### src/rtl/wb_pipe_pkg.sv
// Shared definitions for the write-back pipeline chain: WB control bit indices,
// the default-width entry record and the legal DEPTH range.
package wb_pipe_pkg;

   localparam int CTRL_WB_REGWRITE = 0;
   localparam int CTRL_WB_MEMTOREG = 1;

   localparam int WB_DEPTH_MIN = 1;
   localparam int WB_DEPTH_MAX = 8;

   typedef struct packed {
      logic [1:0]  ctrl;
      logic [31:0] read_data;
      logic [31:0] alu_result;
      logic [4:0]  write_reg;
   } wb_entry_t;

endpackage

### src/rtl/wb_pipe_stage.sv
// One stage of the write-back chain: valid bit plus payload with flush > stall > load.
// Define WB_PIPE_FLUSH_CLR_EN to make flush zero the payload as well as the valid bit.
module wb_pipe_stage
   import wb_pipe_pkg::*;
#(
   parameter int CTRL_W = 2,
   parameter int DATA_W = 32,
   parameter int REG_W  = 5
) (
   input  logic              clk,
   input  logic              rst_n,
   input  logic              stall_i,
   input  logic              flush_i,
   input  logic              valid_i,
   input  logic [CTRL_W-1:0] ctrl_i,
   input  logic [DATA_W-1:0] read_data_i,
   input  logic [DATA_W-1:0] alu_result_i,
   input  logic [REG_W-1:0]  write_reg_i,
   output logic              valid_o,
   output logic [CTRL_W-1:0] ctrl_o,
   output logic [DATA_W-1:0] read_data_o,
   output logic [DATA_W-1:0] alu_result_o,
   output logic [REG_W-1:0]  write_reg_o
);

   logic              valid_q, valid_d;
   logic [CTRL_W-1:0] ctrl_q, ctrl_d;
   logic [DATA_W-1:0] read_data_q, read_data_d;
   logic [DATA_W-1:0] alu_result_q, alu_result_d;
   logic [REG_W-1:0]  write_reg_q, write_reg_d;

   always_comb begin
      valid_d      = valid_q;
      ctrl_d       = ctrl_q;
      read_data_d  = read_data_q;
      alu_result_d = alu_result_q;
      write_reg_d  = write_reg_q;
      if (flush_i) begin
         valid_d = 1'b0;
`ifdef WB_PIPE_FLUSH_CLR_EN
         ctrl_d       = '0;
         read_data_d  = '0;
         alu_result_d = '0;
         write_reg_d  = '0;
`endif
      end else if (!stall_i) begin
         // payload follows the slot even for bubbles; only valid marks it as real
         valid_d      = valid_i;
         ctrl_d       = ctrl_i;
         read_data_d  = read_data_i;
         alu_result_d = alu_result_i;
         write_reg_d  = write_reg_i;
      end
   end

   always_ff @(posedge clk or negedge rst_n) begin
      if (!rst_n) begin
         valid_q      <= 1'b0;
         ctrl_q       <= '0;
         read_data_q  <= '0;
         alu_result_q <= '0;
         write_reg_q  <= '0;
      end else begin
         valid_q      <= valid_d;
         ctrl_q       <= ctrl_d;
         read_data_q  <= read_data_d;
         alu_result_q <= alu_result_d;
         write_reg_q  <= write_reg_d;
      end
   end

   assign valid_o      = valid_q;
   assign ctrl_o       = ctrl_q;
   assign read_data_o  = read_data_q;
   assign alu_result_o = alu_result_q;
   assign write_reg_o  = write_reg_q;

endmodule

### src/rtl/wb_pipe_chain.sv
// DEPTH-stage MEM/WB register chain with valid, stall, flush, resolved write-back and
// per-stage forwarding taps. Optional macro: WB_PIPE_FLUSH_CLR_EN (flush also clears payload).
module wb_pipe_chain
   import wb_pipe_pkg::*;
#(
   parameter int CTRL_W = 2,
   parameter int DATA_W = 32,
   parameter int REG_W  = 5,
   parameter int DEPTH  = 1,
   localparam int OCC_W = $clog2(DEPTH + 1)
) (
   input  logic                   clk,
   input  logic                   rst_n,
   input  logic                   stall_i,
   input  logic                   flush_i,
   input  logic                   in_valid,
   input  logic [CTRL_W-1:0]      ctrl_wb_in,
   input  logic [DATA_W-1:0]      read_data_in,
   input  logic [DATA_W-1:0]      alu_result_in,
   input  logic [REG_W-1:0]       write_reg_in,
   output logic                   out_valid,
   output logic [CTRL_W-1:0]      mem_ctrl_wb,
   output logic [DATA_W-1:0]      read_data,
   output logic [DATA_W-1:0]      mem_alu_result,
   output logic [REG_W-1:0]       mem_write_reg,
   output logic                   wb_en,
   output logic [DATA_W-1:0]      wb_data,
   output logic [DEPTH-1:0]       fwd_we,
   output logic [DEPTH*REG_W-1:0] fwd_reg,
   output logic [OCC_W-1:0]       occ
);

   if (DEPTH < WB_DEPTH_MIN || DEPTH > WB_DEPTH_MAX) begin : g_bad_depth
      $error("wb_pipe_chain: DEPTH out of range");
   end

   logic              valid_s [DEPTH];
   logic [CTRL_W-1:0] ctrl_s  [DEPTH];
   logic [DATA_W-1:0] rdata_s [DEPTH];
   logic [DATA_W-1:0] alu_s   [DEPTH];
   logic [REG_W-1:0]  wreg_s  [DEPTH];

   for (genvar k = 0; k < DEPTH; k++) begin : g_stage
      logic              vld_in;
      logic [CTRL_W-1:0] ctrl_in;
      logic [DATA_W-1:0] rdata_in;
      logic [DATA_W-1:0] alu_in;
      logic [REG_W-1:0]  wreg_in;

      if (k == 0) begin : g_head
         assign vld_in   = in_valid;
         assign ctrl_in  = ctrl_wb_in;
         assign rdata_in = read_data_in;
         assign alu_in   = alu_result_in;
         assign wreg_in  = write_reg_in;
      end else begin : g_link
         assign vld_in   = valid_s[k-1];
         assign ctrl_in  = ctrl_s[k-1];
         assign rdata_in = rdata_s[k-1];
         assign alu_in   = alu_s[k-1];
         assign wreg_in  = wreg_s[k-1];
      end

      wb_pipe_stage #(
         .CTRL_W (CTRL_W),
         .DATA_W (DATA_W),
         .REG_W  (REG_W)
      ) u_stage (
         .clk          (clk),
         .rst_n        (rst_n),
         .stall_i      (stall_i),
         .flush_i      (flush_i),
         .valid_i      (vld_in),
         .ctrl_i       (ctrl_in),
         .read_data_i  (rdata_in),
         .alu_result_i (alu_in),
         .write_reg_i  (wreg_in),
         .valid_o      (valid_s[k]),
         .ctrl_o       (ctrl_s[k]),
         .read_data_o  (rdata_s[k]),
         .alu_result_o (alu_s[k]),
         .write_reg_o  (wreg_s[k])
      );

      assign fwd_we[k]                  = valid_s[k] & ctrl_s[k][CTRL_WB_REGWRITE];
      assign fwd_reg[k*REG_W +: REG_W]  = wreg_s[k];
   end

   // occupancy tracks the valid bits' next state so it stays a pure register output
   logic [OCC_W-1:0] occ_q, occ_d;
   int               occ_cnt;

   always_comb begin
      occ_cnt = in_valid ? 1 : 0;
      for (int k = 0; k < DEPTH - 1; k++) begin
         occ_cnt = occ_cnt + (valid_s[k] ? 1 : 0);
      end
      occ_d = occ_q;
      if (flush_i) begin
         occ_d = '0;
      end else if (!stall_i) begin
         occ_d = OCC_W'(occ_cnt);
      end
   end

   always_ff @(posedge clk or negedge rst_n) begin
      if (!rst_n) begin
         occ_q <= '0;
      end else begin
         occ_q <= occ_d;
      end
   end

   assign occ            = occ_q;
   assign out_valid      = valid_s[DEPTH-1];
   assign mem_ctrl_wb    = ctrl_s[DEPTH-1];
   assign read_data      = rdata_s[DEPTH-1];
   assign mem_alu_result = alu_s[DEPTH-1];
   assign mem_write_reg  = wreg_s[DEPTH-1];

   // register 0 is hard-wired, so writes to it are dropped here
   assign wb_en   = out_valid & mem_ctrl_wb[CTRL_WB_REGWRITE] & (mem_write_reg != '0);
   assign wb_data = mem_ctrl_wb[CTRL_WB_MEMTOREG] ? read_data : mem_alu_result;

endmodule

### config.mk
export PLATFORM = sky130hd
export DESIGN_NAME = wb_pipe_chain
export DESIGN_NICKNAME = d
export VERILOG_FILES = /design/src/rtl/wb_pipe_pkg.sv /design/src/rtl/wb_pipe_stage.sv /design/src/rtl/wb_pipe_chain.sv
export SDC_FILE = /design/constraint.sdc
export NUM_CORES = 1
export LEC_CHECK = 0
export ABC_AREA = 1
export CAP_MARGIN = 20
export CORE_UTILIZATION = 38
export CTS_CLUSTER_DIAMETER = 120
export CTS_CLUSTER_SIZE = 12
export DETAILED_ROUTE_END_ITERATION = 16
export GPL_ROUTABILITY_DRIVEN = 0
export HOLD_SLACK_MARGIN = 0.1
export PLACE_DENSITY = 0.87
export SYNTH_ARGS = -nofsm -noshare
export SYNTH_HDL_FRONTEND = slang
export SYNTH_SLANG_ARGS = --single-unit
### constraint.sdc
create_clock -name clk -period 1.2 [get_ports clk]
set_input_delay 0.24 -clock clk [delete_from_list [all_inputs] [get_ports clk]]
set_output_delay 0.24 -clock clk [all_outputs]
set_load 0.03 [all_outputs]
**Word level (Yosys, flattened, before mapping)**

Cells that the tools add are included.

- Bits in registers: 73
- Logic and storage cells: 19
- Bits of input ports: 76
- Output and inout bits: 112

- Reductions and logical operators: 2
- Mux-type cells: 6
- Bitwise operators: 4
- Eq/ne operators: 1

Operators by type and width:

| cell | number |
|---|---|
| two-way mux 32 bit | 1 |
| two-way mux 1 bit | 5 |
| nonzero test 5 bit | 1 |
| bitwise AND 1 bit | 2 |
| != test 2 x 1 -> 1 bit (second input constant) | 1 |
| NOT 1 bit | 2 |
| AND reduction 2 bit | 1 |

**Longest topological paths before layout**

Gate-level depths: netlist of run 1.

- Depth in word-level cells: 3
- Mapped depth: 5
- Depth with buffers taken out: 4

**Hierarchy**

From an unflattened synthesis of run 1, not the netlist that was laid out.

- Cells, all modules: 434
- Area, all modules: 3,636.0 um^2

Modules (own cells, without submodules):

| module | area an instance (um^2) | cells an instance | sequential area each (um^2) | times used |
|---|---|---|---|---|
| wb_pipe_stage | 2,912.8 | 313 | 1,801.7 | 1 |
| wb_pipe_chain | 723.2 | 121 | 25.0 | 1 |

**Worst setup path after synthesis of run 1**

Ideal clock, no wire load.

- Path type: register -> output
- Start point: register g_stage[0].u_stage.ctrl_q[1]
- End point: output wb_data[10]
- Data required time: 0.960 ns
- Buffers on the path: 2
- Setup slack: -0.596 ns
- Stages on the path, launching flop included: 4
- Data arrival time: 1.556 ns
- Path through: dfrtp_1 -> buf_2 -> clkbuf_1 -> o21ai_0

- Word-level cells in the longest chain between the ends: 1

RTL lines:

| item | RTL line | RTL |
|---|---|---|
| start: declaration | wb_pipe_stage.sv:27 | `logic [CTRL_W-1:0] ctrl_q, ctrl_d;` |
| start signal: assignment | wb_pipe_stage.sv:65 | `ctrl_q <= ctrl_d;` |
| two-way mux 32 bit | wb_pipe_chain.sv:123 | `assign wb_data = mem_ctrl_wb[CTRL_WB_MEMTOREG] ? read_data : mem_alu_result;` |
| end: declaration | wb_pipe_chain.sv:27 | `output logic [DATA_W-1:0] wb_data,` |

No other way between the ends.

**Worst setup path after layout of run 1**

- Start point: register g_stage[0].u_stage.ctrl_q[1]
- End point: output wb_data[7]

Same word-level chain as after synthesis.

==> metrics.csv, run 1 <==
metric;value;unit
status;complete, but fails checks;
Slew @ Worst Pin;0.330;ns
DRC viols;0;
Post-synth EDFFs;0;
first-pass GRT wire length;15.8;mm
I/O Buffers;187;
crit path time final;1.68;ns
DRT iter0 DRCs;154;
die width;94.3;um
Main synth FF type;dfrtp_1;
Post-Syn Area;3240;um^2
H-tree Lvls;3;
IR drop worst, VDD;0.000871;V
HPWL after DPL;7.32;mm
largest net degree at the start of global routing;68;
critical-path maximum fanout;22;
flip-flop and latch count after synthesis;72;
Clk pwr share;0.228;
part of the power in combinational logic;0.428;
Rel. slew slack;0.780;
placed cell count;674;
leading area contributor after synthesis;dfrtp_1;
post-detailed-route count of antenna-violating nets;0;
Worst Setup End Kind;output port;
row count;33;
Syn Inst Count;393;
Int Pwr;5.46;mW
diodes inserted;0;
Max Slew Vio Count;0;
failing checks;negative setup slack;
Die H;94.3;um
critical path class;flip-flop to output port;
routed vias/inst;4.97;
WL/cell;15.5;um
GR Overflow Total;0;
r2r setup slk;0.20;ns
Synth cell types;13;
worst-skew pair later-pin latency;0.33;ns
Net Count, Synth;469;
die area;8890;um^2
starting density of the core;0.394;
Nets;662;
area grow syn2layout;82.8;%
PwrDens;1480;nW/um^2
sequential cell fraction of total power;0.343;
# clock sinks;72;
Critical Path AT;1.44;ns
Synth area leaders;dfrtp_1, nand2_1, o21ai_0, inv_1, buf_6;
final worst-path cycle share;1.40;
maximum clock insertion buffer count;2;
Synthesis Warnings;0;
layout cell share with drive strength beyond 1;0.355;
final wirelength;10.8;mm
net switching power;3.27;mW
Final Util;0.720;
CORE AREA;8220;um^2
synth cell count leaders;nand2_1, o21ai_0, dfrtp_1;
WP data required;0.96;ns
RSZ-0062 raised after global routing;yes;
share of the synthesized area in the top cell type;0.557;
top-count cell post-synth;nand2_1;
hold_ws;0.341;ns
Seq/Total Area, Yosys;0.557;
CTS tree;built;
CTS root buf;clkbuf_8;
Hold Path Class;primary input to asynchronous set/reset pin;
max_cap viols;0;
Total GRT Usage;0.231;
antenna violations before repair;0;
Async S/R FF share, synth;1.00;
switching part of the total;0.375;
clk_skew;0;ns
total power;8.73;mW
num ports;188;
Mapped Avg Cell Area;8.23;um^2
FMAX;597;MHz
Final WS setup;-0.476;ns
final std cells w/o fill;696;
CP startpoint kind;flip-flop;
Fin. Hold Viols;0;
Setup TNS Final;-15.70;ns
CTS clk-pin slew, worst paths;0.08;ns
clock buffer count from CTS;9;
# setup viols final;48;
vias in the first global route;3257;
LEAKAGE;2.81;nW
via count;3458;
DR pass1 iterations;4;
## cells in the final DEF, fill, tap and decap left out
master	instances
dfrtp_1	68
dfrtp_2	3
dlygate4sd3_1	1
buf_6	67
nand3_1	1
o21ai_1	15
clkinv_2	2
o21ai_0	56
nor2_1	2
clkbuf_1	1
dfrtp_4	1
clkdlybuf4s50_1	74
nand2_1	128
clkbuf_8	12
clkbuf_16	2
inv_2	2
nor2_4	1
o21ai_2	5
bufinv_16	1
buf_16	1
a21oi_1	1
buf_4	63
inv_1	34
buf_12	6
o21ai_4	27
nand2_2	17
## worst max-delay path, cell delays in order, from the launching register on
cell,delay [ns]
dfrtp_4,0.56
buf_12,0.20
o21ai_4,0.18
buf_6,0.15
## cells by family after synthesis
kind of cell	count (synthesis)	synth area share
and+or+nand+nor	149	0.176
buffers and inverters	68	0.107
AOI/OAI and AO/OA	104	0.161
DFF	72	0.557
## sequential cells by signal, indices dropped and copies added, names as in the netlist
name                          count
g_stage.u_stage.read_data_o      32
g_stage.u_stage.write_reg_o       5
g_stage.u_stage.ctrl_o            2
g_stage.u_stage.valid_o           1
g_stage.u_stage.alu_result_o     32
## worst paths after layout
check                                                   startpoint                            endpoint  cells after the start
worst max-delay path                  g_stage[0].u_stage.ctrl_o[1]                          wb_data[7]                      3
worst min-delay path                                         rst_n  g_stage[0].u_stage.alu_result_o[4]                      2
worst max register to register        g_stage[0].u_stage.ctrl_o[1]        g_stage[0].u_stage.ctrl_o[1]                      3
worst min register to register  g_stage[0].u_stage.read_data_o[30]  g_stage[0].u_stage.read_data_o[30]                      2
max in group asynchronous                                    rst_n        g_stage[0].u_stage.ctrl_o[1]                      3
min in group clk                                     ctrl_wb_in[1]        g_stage[0].u_stage.ctrl_o[1]                      3
## power groups by stage
stage | combinational, mW | sequential, mW | clock [mW]
6_report | 3.74 | 3.00 | 1.99
5_1_grt | 3.93 | 3.04 | 2.16
4_1_cts | 3.55 | 2.97 | 2.04
3_5_place_dp | 3.40 | 3.00 | 0
3_3_place_gp | 3.33 | 2.99 | 0
2_1_floorplan | 1.45 | 3.58 | 0
## what timing repair did
item | in CTS | in global routing
buffers inserted | 3 | 5
resized for setup | 52 | 44
cloned | 0 | 2
hold buffers | 1 | 0
endpoints found under the hold margin | 34 | 0
pin swaps | 1 | 4
setup endpoints to repair | 48 | 61
## metal layers
layer / vias to the layer above / part of all wire / track usage
met5: - / 0 / 0
met4: 0 / 0.027 / 0.0974
met3: 28 / 0.056 / 0.0469
met2: 143 / 0.51 / 0.383
met1: 1665 / 0.40 / 0.291
li1: 1622 / - / -
## layout make-up
cell class | instances | area [um^2]
Fill cell | 579 | 2300
Multi-Input combinational cell | 253 | 1450
Clock inverter | 3 | 40.0
Tap cell | 105 | 131
Timing Repair Buffer | 214 | 2180
Clock buffer | 13 | 169
Inverter | 36 | 135
Sequential cell | 72 | 1810
## per-stage QoR
stage	area, um^2	worst slack [ns]
6_report	5910	-0.476
5_1_grt	5910	-0.525
4_1_cts	5710	-0.491
3_5_place_dp	5320	-0.304
3_3_place_gp	5320	-0.254
2_1_floorplan	3600	-0.0960
Note: power is estimated with default switching activity, not from simulation.
==> run 2: changes to the inputs <==
--- a/config.mk
+++ b/config.mk
@@ -8,6 +8,7 @@
 export ABC_AREA = 1
 export CAP_MARGIN = 20
 export CORE_UTILIZATION = 38
+export CTS_BUF_LIST = sky130_fd_sc_hd__clkbuf_16
 export CTS_CLUSTER_DIAMETER = 120
 export CTS_CLUSTER_SIZE = 12
 export DETAILED_ROUTE_END_ITERATION = 16
==> run 2 against run 1 <==
  * The run still ends with negative setup slack left
  * Utilization up 0.37 points
  * Clock power increased by 27%
  * First-iteration DRC count is 14% higher
  * Critical path depth did not move
  * Combinational power about the same
  * Via count down 1.2%
  * Cell area rose by 0.51%
  * Worst setup slack improved by 0.015 ns
  * Global-route usage about the same
  * Critical path type unchanged
  * Critical endpoint unchanged
  * Largest cell class unchanged
  * Highest routed layer unchanged
==> metrics.csv, run 2 (synthesized netlist as in run 1, its figures left out) <==
metric;value;unit;change
CORE AREA;8220;um^2;unchanged
PwrDens;1550;nW/um^2;was 1480 nW/um^2
I/O Buffers;187;;unchanged
via count;3415;;was 3458
Max Slew Vio Count;0;;unchanged
reg2reg start;g_stage[0].u_stage.ctrl_o[1];;unchanged
most frequent cells in the layout;nand2_1, clkdlybuf4s50_1, buf_4, dfrtp_1, buf_6;;was nand2_1, clkdlybuf4s50_1, dfrtp_1, buf_6, buf_4
maximum clock insertion buffer count;2;;unchanged
CP startpoint kind;flip-flop;;unchanged
WL/cell;15.5;um;about the same
hold_ws;0.354;ns;was 0.341 ns
area grow syn2layout;83.7;%;was 82.8%
crit path time final;1.66;ns;was 1.68 ns
DRC viols;0;;unchanged
# setup viols final;46;;was 48
vias in the first global route;3250;;was 3257
RSZ-0062 raised after global routing;yes;;unchanged
GR Overflow Total;0;;unchanged
routed vias/inst;4.91;;was 4.97
first-pass GRT wire length;15.8;mm;about the same
Slew @ Worst Pin;0.330;ns;about the same
antenna violations before repair;0;;unchanged
row count;33;;unchanged
CTS tree;built;;unchanged
clock buffer count from CTS;9;;unchanged
critical-path maximum fanout;22;;unchanged
Final WS setup;-0.461;ns;was -0.476 ns
# clock sinks;72;;unchanged
Final Util;0.723;;was 0.720
failing checks;negative setup slack;;unchanged
commonest non-fill, non-tap cell in the layout;nand2_1;;unchanged
worst-skew pair later-pin latency;0.32;ns;was 0.33 ns
post-detailed-route count of antenna-violating nets;0;;unchanged
LEAKAGE;2.84;nW;was 2.81 nW
largest net degree at the start of global routing;68;;unchanged
CTS root buf;clkbuf_16;;was clkbuf_8
r2r setup slk;0.20;ns;about the same
FMAX;602;MHz;was 597 MHz
largest delay contributor family on the critical path;flip-flops;;unchanged
Fin. Hold Viols;0;;unchanged
starting density of the core;0.394;;unchanged
placed cell count;674;;unchanged
reg2reg end;g_stage[0].u_stage.ctrl_o[1];;unchanged
clk_skew;0;ns;unchanged
Critical Path AT;1.42;ns;was 1.44 ns
layout cell share with drive strength beyond 1;0.347;;was 0.355
Slowest cell on crit path;dfrtp_4;;unchanged
Nets;661;;was 662
Die H;94.3;um;unchanged
status;complete, but fails checks;;unchanged
Total GRT Usage;0.231;;about the same
CTS clk-pin slew, worst paths;0.06;ns;was 0.08 ns
highest cell delay on the worst timing path;0.55;ns;was 0.56 ns
H-tree Lvls;3;;unchanged
IR drop worst, VDD;0.000932;V;was 0.000871 V
final wirelength;10.8;mm;about the same
Rel. slew slack;0.780;;about the same
critical path class;flip-flop to output port;;unchanged
die width;94.3;um;unchanged
diodes inserted;0;;unchanged
HPWL after DPL;7.32;mm;unchanged
DRT iter0 DRCs;175;;was 154
max_cap viols;0;;unchanged
final worst-path cycle share;1.38;;was 1.40
DR pass1 iterations;6;;was 4
die area;8890;um^2;unchanged
Buf+Inv Stages, Crit Path;2;;unchanged
Worst Setup End Kind;output port;;unchanged
Hold Path Class;primary input to asynchronous set/reset pin;;unchanged
num ports;188;;unchanged
final std cells w/o fill;695;;was 696
WP data required;0.96;ns;about the same
R2R depth;3;;unchanged
CP cell instances;buf_12, o21ai_4, buf_6;;unchanged
==> run 2: power by group <==
| part | switching [mW] | leakage [nW] | total, mW | internal (mW) |
|---|---|---|---|---|
| clock network | 0.946 | 0.143 | 2.52 | 1.57 |
| logic | 2.14 | 1.81 | 3.71 | 1.57 |
| registers | 0.254 | 0.885 | 2.99 | 2.74 |
==> run 2: final cells by class <==
class                   instances  area, um^2
fillers                       573        2270
repair buffers                213        2130
flip-flops and latches         72        1810
multi-input cells             253        1460
clock buffers                   9         225
inverters                      36         135
well taps                     105         131
clock inverters                 7        55.1
==> run 2: worst max-delay path by stage <==
| stage | start | end | slack [ns] | cells after the start |
|---|---|---|---|---|
| after CTS | g_stage[0].u_stage.ctrl_o[1] | wb_data[9] | -0.47 | 4 |
| after global routing | g_stage[0].u_stage.ctrl_o[1] | wb_data[7] | -0.50 | 4 |
| after global placement | g_stage[0].u_stage.write_reg_o[1] | wb_en | -0.25 | 5 |
| after floorplan | g_stage[0].u_stage.ctrl_o[1] | wb_data[10] | -0.1 | 3 |
| final | g_stage[0].u_stage.ctrl_o[1] | wb_data[7] | -0.46 | 3 |
| after detailed placement | g_stage[0].u_stage.write_reg_o[3] | wb_en | -0.30 | 5 |
==> run 2: repair_timing <==
item,CTS,global route
gates resized for setup,52,33
endpoints found under the setup margin,48,59
gates cloned,0,2
hold buffers,1,0
pin swaps,1,5
setup buffers,3,3
endpoints found under the hold margin,20,0
==> run 2: metal layers <==
layer / global-route usage / up-vias / wire length, um / share of wire
li1: - / 1620 / - / -
met1: 0.294 / 1633 / 4350 / 0.40
met2: 0.384 / 138 / 5560 / 0.51
met3: 0.0413 / 24 / 625 / 0.058
met4: 0.101 / 0 / 275 / 0.025
met5: 0 / - / 0 / 0
==> run 2: per-stage QoR <==
stage                     power (mW)  worst slack, ns  setup TNS (ns)  instance area (um^2)
after global routing            9.62           -0.497          -16.78                  5940
after global placement          6.32           -0.254          -15.85                  5320
final                           9.22           -0.461          -15.01                  5940
after detailed placement        6.40           -0.304          -18.54                  5320
after CTS                       9.08           -0.467          -14.22                  5780
after floorplan                 5.03          -0.0960           -2.70                  3600
